[src/rtl/timer_pkg.sv]
// Register map, FSM encoding and divider tap lookup shared by the timer block.
package timer_pkg;

  localparam logic [1:0] REG_DIV  = 2'd0;
  localparam logic [1:0] REG_TIMA = 2'd1;
  localparam logic [1:0] REG_TMA  = 2'd2;
  localparam logic [1:0] REG_TAC  = 2'd3;

  localparam logic [7:0] TAC_UNUSED_MASK = 8'hF8;

  typedef enum logic [1:0] {
    RUN    = 2'd0,
    OVF    = 2'd1,
    RELOAD = 2'd2
  } timer_state_e;

  // Divider bit feeding TIMA for each TAC clock-select code.
  function automatic logic [3:0] tap_bit(input logic [1:0] clk_sel);
    case (clk_sel)
      2'b00:   tap_bit = 4'd9;
      2'b01:   tap_bit = 4'd3;
      2'b10:   tap_bit = 4'd5;
      default: tap_bit = 4'd7;
    endcase
  endfunction

endpackage

[src/rtl/timer_edge_detect.sv]
// Registers a level and flags its falling edge combinationally in the following clk.
module timer_edge_detect (
  input  logic clk,
  input  logic reset,
  input  logic sig_i,
  output logic fall_o
);

  logic sig_q;

  always_ff @(posedge clk) begin
    if (reset) sig_q <= 1'b0;
    else       sig_q <= sig_i;
  end

  assign fall_o = sig_q & ~sig_i;

endmodule

[src/rtl/timer_unit.sv]
// DIV/TIMA/TMA/TAC timer with delayed TMA reload and IRQ; one register write per clk, no backpressure.
// DIV_APU_EVENT_EN adds div_apu_tick, a pulse on each falling edge of div[12].
module timer_unit
  import timer_pkg::*;
#(
  parameter int DIV_WIDTH    = 16,
  parameter int RELOAD_DELAY = 4
) (
  input  logic                 clk,
  input  logic                 reset,
  input  logic [1:0]           addr,
  input  logic                 sel,
  input  logic                 wr,
  input  logic [7:0]           wdata,
  output logic [7:0]           rdata,
  output logic                 irq_timer,
  output logic [DIV_WIDTH-1:0] div_bits
`ifdef DIV_APU_EVENT_EN
  ,
  output logic                 div_apu_tick
`endif
);

  localparam int CNT_W = (RELOAD_DELAY > 2) ? $clog2(RELOAD_DELAY) : 1;
  localparam logic [CNT_W-1:0] CNT_INIT = CNT_W'(RELOAD_DELAY - 1);

  logic [DIV_WIDTH-1:0] div_q, div_d;
  logic [7:0]           tima_q, tima_d;
  logic [7:0]           tma_q, tma_d;
  logic [2:0]           tac_q, tac_d;
  timer_state_e         state_q, state_d;
  logic [CNT_W-1:0]     cnt_q, cnt_d;

  logic wr_div, wr_tima, wr_tma, wr_tac;
  logic tap_sig, tima_inc;

  assign wr_div  = sel & wr & (addr == REG_DIV);
  assign wr_tima = sel & wr & (addr == REG_TIMA);
  assign wr_tma  = sel & wr & (addr == REG_TMA);
  assign wr_tac  = sel & wr & (addr == REG_TAC);

  // DIV clears, TAC disables and tap switches all show up as falling edges here.
  assign tap_sig = tac_q[2] & div_q[tap_bit(tac_q[1:0])];

  timer_edge_detect u_tima_edge (
    .clk    (clk),
    .reset  (reset),
    .sig_i  (tap_sig),
    .fall_o (tima_inc)
  );

`ifdef DIV_APU_EVENT_EN
  timer_edge_detect u_apu_edge (
    .clk    (clk),
    .reset  (reset),
    .sig_i  (div_q[12]),
    .fall_o (div_apu_tick)
  );
`endif

  always_comb begin
    div_d   = wr_div ? '0 : div_q + 1'b1;
    tma_d   = wr_tma ? wdata : tma_q;
    tac_d   = wr_tac ? wdata[2:0] : tac_q;
    tima_d  = tima_q;
    state_d = state_q;
    cnt_d   = cnt_q;
    case (state_q)
      RUN: begin
        if (wr_tima) begin
          tima_d = wdata;
        end else if (tima_inc) begin
          tima_d = tima_q + 1'b1;
          if (tima_q == 8'hFF) begin
            state_d = OVF;
            cnt_d   = CNT_INIT;
          end
        end
      end
      OVF: begin
        if (wr_tima) begin
          tima_d  = wdata;
          state_d = RUN;
        end else begin
          cnt_d = cnt_q - 1'b1;
          if (cnt_q == CNT_W'(1)) state_d = RELOAD;
        end
      end
      RELOAD: begin
        // Same-clk TMA write is forwarded; TIMA writes are dropped.
        tima_d  = tma_d;
        state_d = RUN;
      end
      default: state_d = RUN;
    endcase
  end

  always_ff @(posedge clk) begin
    if (reset) begin
      div_q   <= '0;
      tima_q  <= 8'h00;
      tma_q   <= 8'h00;
      tac_q   <= 3'b000;
      state_q <= RUN;
      cnt_q   <= '0;
    end else begin
      div_q   <= div_d;
      tima_q  <= tima_d;
      tma_q   <= tma_d;
      tac_q   <= tac_d;
      state_q <= state_d;
      cnt_q   <= cnt_d;
    end
  end

  always_comb begin
    rdata = 8'hFF;
    if (sel) begin
      case (addr)
        REG_DIV:  rdata = div_q[15:8];
        REG_TIMA: rdata = tima_q;
        REG_TMA:  rdata = tma_q;
        default:  rdata = TAC_UNUSED_MASK | {5'b00000, tac_q};
      endcase
    end
  end

  assign irq_timer = (state_q == RELOAD);
  assign div_bits  = div_q;

endmodule

[config.mk]
export PLATFORM = sky130hd
export DESIGN_NAME = timer_unit
export DESIGN_NICKNAME = d
export VERILOG_FILES = /design/src/rtl/timer_pkg.sv /design/src/rtl/timer_edge_detect.sv /design/src/rtl/timer_unit.sv
export SDC_FILE = /design/constraint.sdc
export NUM_CORES = 1
export LEC_CHECK = 0
export ABC_CLOCK_PERIOD_IN_PS = 1750
export BUFFER_PORTS_ARGS = -buffer_cell sky130_fd_sc_hd__buf_2
export CORE_MARGIN = 5
export CORE_UTILIZATION = 40
export DETAILED_ROUTE_END_ITERATION = 7
export HOLD_SLACK_MARGIN = 0.12
export PLACE_DENSITY = 0.62
export RECOVER_POWER = 50
export SYNTH_ARGS = -nofsm -noshare
export SYNTH_HDL_FRONTEND = slang
export SYNTH_SLANG_ARGS = --single-unit
[constraint.sdc]
create_clock -name clk -period 1.75 [get_ports clk]
set_input_delay 0.4375 -clock clk [delete_from_list [all_inputs] [get_ports clk]]
set_output_delay 0.4375 -clock clk [all_outputs]
set_load 0.01 [all_outputs]
==> impl_summary.log <==
INFO  metric outcome = complete, but fails checks
INFO  metric violations_in_the_final_reports = negative setup slack
INFO  metric finalClockSkew = 0.00642 ns
INFO  metric criticalPathCategory = reg -> out
INFO  metric rsz0062_at_grt = yes
INFO  metric worstHoldPathType = in -> reg
INFO  metric crit_path_start = tima_q[0]$_SDFFE_PP0P_
INFO  metric avgRoutedWirePerCell = 15.1 um
INFO  metric num_antenna_cells = 0
INFO  metric ff2ff_path_depth = 7
INFO  metric hold_start = wdata[0]
INFO  metric grt_usage = 17.6%
INFO  metric start_util = 41.3%
INFO  metric io_pins = 39
INFO  metric wl = 6390 um
INFO  metric tightestPinTransition = 0.680 ns
INFO  metric worst_slack = -0.131 ns
INFO  metric clockBufferDepth = 2
INFO  metric grt-ovfl-total = 0
INFO  metric timing.final.crit_period = 1.88 ns
INFO  metric power.net_switching = 487 uW
INFO  metric power.ir.vdd_worst = 0.312 mV
INFO  metric finish.cell_count_without_fillers = 423
INFO  metric seq_power_share = 48.2%
INFO  metric first_iter_violations = 113
INFO  metric drive_gt1_share = 32.5%
INFO  metric cell_internal_pwr = 1470 uW
INFO  metric final_min_period_over_clock_period = 108%
INFO  metric dieArea = 0.00733 sq mm
INFO  metric clock_sink_count = 40
INFO  metric io_buffer_count = 38
INFO  metric layout_common_cells = sky130_fd_sc_hd__nor2_1 (36), sky130_fd_sc_hd__buf_4 (36), sky130_fd_sc_hd__dfxtp_1 (31)
INFO  metric static-leakage-power = 0.00134 uW
INFO  metric finish.utilization = 56.2%
INFO  metric cts_hold_repair.buffers = 0
INFO  metric critPathMaxFanout = 2
INFO  metric ys_ff_latch = 40
INFO  metric hold_path_depth = 3
INFO  metric layout.nets = 371
INFO  metric chipWidth = 85.6 um
INFO  metric yosysTopAreaCell = sky130_fd_sc_hd__dfxtp_1
INFO  metric post_synth_net_total = 295
INFO  metric synth_largest_type_area_fraction = 35.0%
INFO  metric r2r_start = tac_q[1]$_SDFFE_PP0P_
INFO  metric ys_dominant_reg_cell = sky130_fd_sc_hd__dfxtp_1
INFO  metric post_synth_instance_area = 0.00229 sq mm
INFO  metric hold-path-endpoint = tma_q[0]$_SDFF_PP0_
INFO  metric detailedPlacementHpwl = 4520 um
INFO  metric ys_async_sr_fraction = 0%
INFO  metric drt-pass1-iter-count = 4
INFO  metric p_clk_share = 39.0%
INFO  metric yosysWarnings = 0
INFO  metric power_per_cell_area = 628 mW/mm^2
INFO  metric fillerInstances = 519
INFO  metric synthesis.area_per_instance = 8.35 sq um
INFO  metric timing.max_slew.rel_slack = 54.6%
INFO  metric numCtsBuffers = 5
INFO  metric final_max_slew_viol_count = 0
INFO  metric total_number_of_placement_rows = 27
INFO  metric die_height = 85.6 um
INFO  metric root_buffer = sky130_fd_sc_hd__clkbuf_8
INFO  metric top_cells_by_area_synth = sky130_fd_sc_hd__dfxtp_1 (35%), sky130_fd_sc_hd__nor2_1 (5.9%), sky130_fd_sc_hd__mux2i_1 (4.8%), sky130_fd_sc_hd__xor2_1 (4.6%), sky130_fd_sc_hd__a21oi_1 (4.2%)
INFO  metric cts.htree.levels = 2
INFO  metric insertion_delay = 0.30 ns
INFO  metric drc = 0
INFO  metric placed_insts = 405
INFO  metric place_congestion = 0.827
INFO  metric post_route_setup_tns = -0.249 ns
INFO  metric area_growth_syn_to_layout = 36.0%
INFO  metric cp_data_required_time = 1.31 ns
INFO  metric critPathCaptureType = primary output
INFO  metric number_of_global_route_vias_before_repair = 2098
INFO  metric finalHoldViolCount = 0
INFO  metric clkTransAtPathRegs = 0.08 ns
INFO  metric grt_pass1_wl = 10400 um
INFO  metric grt_antenna_before_repair = 0
INFO  metric library_cells_used_by_synthesis = 47
INFO  metric number_of_vias_in_the_routed_layout = 2258
INFO  metric worst_ep_arrival_time = 1.44 ns
INFO  metric cp-start-kind = flop
INFO  metric setup-violations-final = 4
INFO  metric core = 0.00554 sq mm
INFO  metric ff2ff_setup_slack = 0 ns
INFO  metric sw_frac_of_total = 24.9%
INFO  metric tritoncts_clock_tree = done
INFO  metric route.antenna.remaining_nets = 0
INFO  metric grt_start_max_net_pins = 18
INFO  metric drv_cap = 0
INFO  metric regToRegEndpoint = tima_q[2]$_SDFFE_PP0P_
INFO  metric cells_after_synthesis = 274
INFO  metric totalPowerFinal = 1960 uW
INFO  metric synth-edff-count = 0
INFO  metric ys_seq_area_share = 35.0%
INFO  metric detailedPlace.worstSlack = -0.149 ns
INFO  metric fmax = 532 MHz
INFO  metric routed_vias_inst = 5.34
INFO  metric comb_power_share = 12.7%
-- worst max-delay path by stage --
stage / endpoint / slack (ns)
after floorplan: rdata[2] / 0.01
after global placement: rdata[3] / -0.13
after detailed placement: rdata[7] / -0.15
after CTS: rdata[0] / -0.14
after global routing: rdata[0] / -0.19
final: rdata[0] / -0.13
-- synthesized netlist by cell type, types with 3 or more instances --
master	instances
sky130_fd_sc_hd__dfxtp_1	40
sky130_fd_sc_hd__mux2_2	6
sky130_fd_sc_hd__and2_1	5
sky130_fd_sc_hd__a211oi_1	5
sky130_fd_sc_hd__buf_2	7
sky130_fd_sc_hd__and3_1	3
sky130_fd_sc_hd__ha_1	7
sky130_fd_sc_hd__nand2_1	25
sky130_fd_sc_hd__nand2b_1	5
sky130_fd_sc_hd__a21oi_1	19
sky130_fd_sc_hd__xor2_1	12
sky130_fd_sc_hd__mux2i_1	11
sky130_fd_sc_hd__or3_1	4
sky130_fd_sc_hd__nor2_1	36
sky130_fd_sc_hd__inv_1	10
sky130_fd_sc_hd__clkbuf_1	6
sky130_fd_sc_hd__o22ai_1	8
sky130_fd_sc_hd__o32ai_1	3
sky130_fd_sc_hd__xnor2_1	3
sky130_fd_sc_hd__nand3_1	10
sky130_fd_sc_hd__o21ai_0	12
sky130_fd_sc_hd__nand4_1	4
-- worst max-delay path, cell delays in order (launching register included) --
cell and delay (ns):
sky130_fd_sc_hd__dfxtp_2 0.33, sky130_fd_sc_hd__buf_6 0.11, sky130_fd_sc_hd__mux4_2 0.44, sky130_fd_sc_hd__nand2b_4 0.15, sky130_fd_sc_hd__buf_6 0.12
-- cell type report --
class	instances	area, sq um	area share, %
Multi-Input combinational cell	210	1500	48.1
Clock buffer	5	68.8	2.21
Sequential cell	40	822	26.4
Inverter	10	37.5	1.21
Clock inverter	3	42.5	1.37
Timing Repair Buffer	83	556	17.8
Tap cell	72	90.1	2.89
-- logic make-up (layout without fill, tap and decap cells) --
group / after synthesis / count (layout) / share of synthesized area (%)
buffers and inverters: 24 / 101 / 4.48
multiplexers: 21 / 21 / 11.5
flip-flops: 40 / 40 / 35.0
XOR/XNOR: 15 / 15 / 5.74
adder cells (fa/ha/maj): 7 / 7 / 3.83
AO/OA/AOI/OAI: 65 / 65 / 18.2
AND/OR/NAND/NOR: 102 / 102 / 21.3
-- flip-flops by register name, summed over array words and instances (netlist names) --
name / count
tac_q: 3
u_tima_edge.sig_q: 1
div_bits: 16
cnt_q: 2
state_q: 2
tma_q: 8
tima_q: 8
-- through the flow --
stage / instance area, sq um / hold slack (ns)
after floorplan: 2290 / 0.464
after global placement: 2780 / 0.437
after detailed placement: 2780 / 0.448
after CTS: 3050 / 0.410
after global routing: 3110 / 0.409
final: 3110 / 0.416
-- power by group through the flow --
stage | Combinational [uW] | Sequential, uW | Clock (uW)
2_1_floorplan | 121 | 972 | 0
3_3_place_gp | 214 | 970 | 0
3_5_place_dp | 217 | 970 | 0
4_1_cts | 245 | 943 | 784
5_1_grt | 272 | 948 | 827
6_report | 248 | 944 | 764
-- routing by layer --
| metal | routed length (um) | track usage (%) |
|---|---|---|
| met1 | 2930 | 23.1 |
| met2 | 3010 | 28.7 |
| met3 | 331 | 3.75 |
| met4 | 116 | 5.90 |
| met5 | 0 | 0 |
-- timing repair --
action / 4_1_cts / 5_1_grt
setup buffers: 10 / 1
pin swaps: 4 / 9
endpoints found under the setup margin: 8 / 19
gates resized for setup: 27 / 19
No activity file was read; power rests on OpenSTA's default activity.
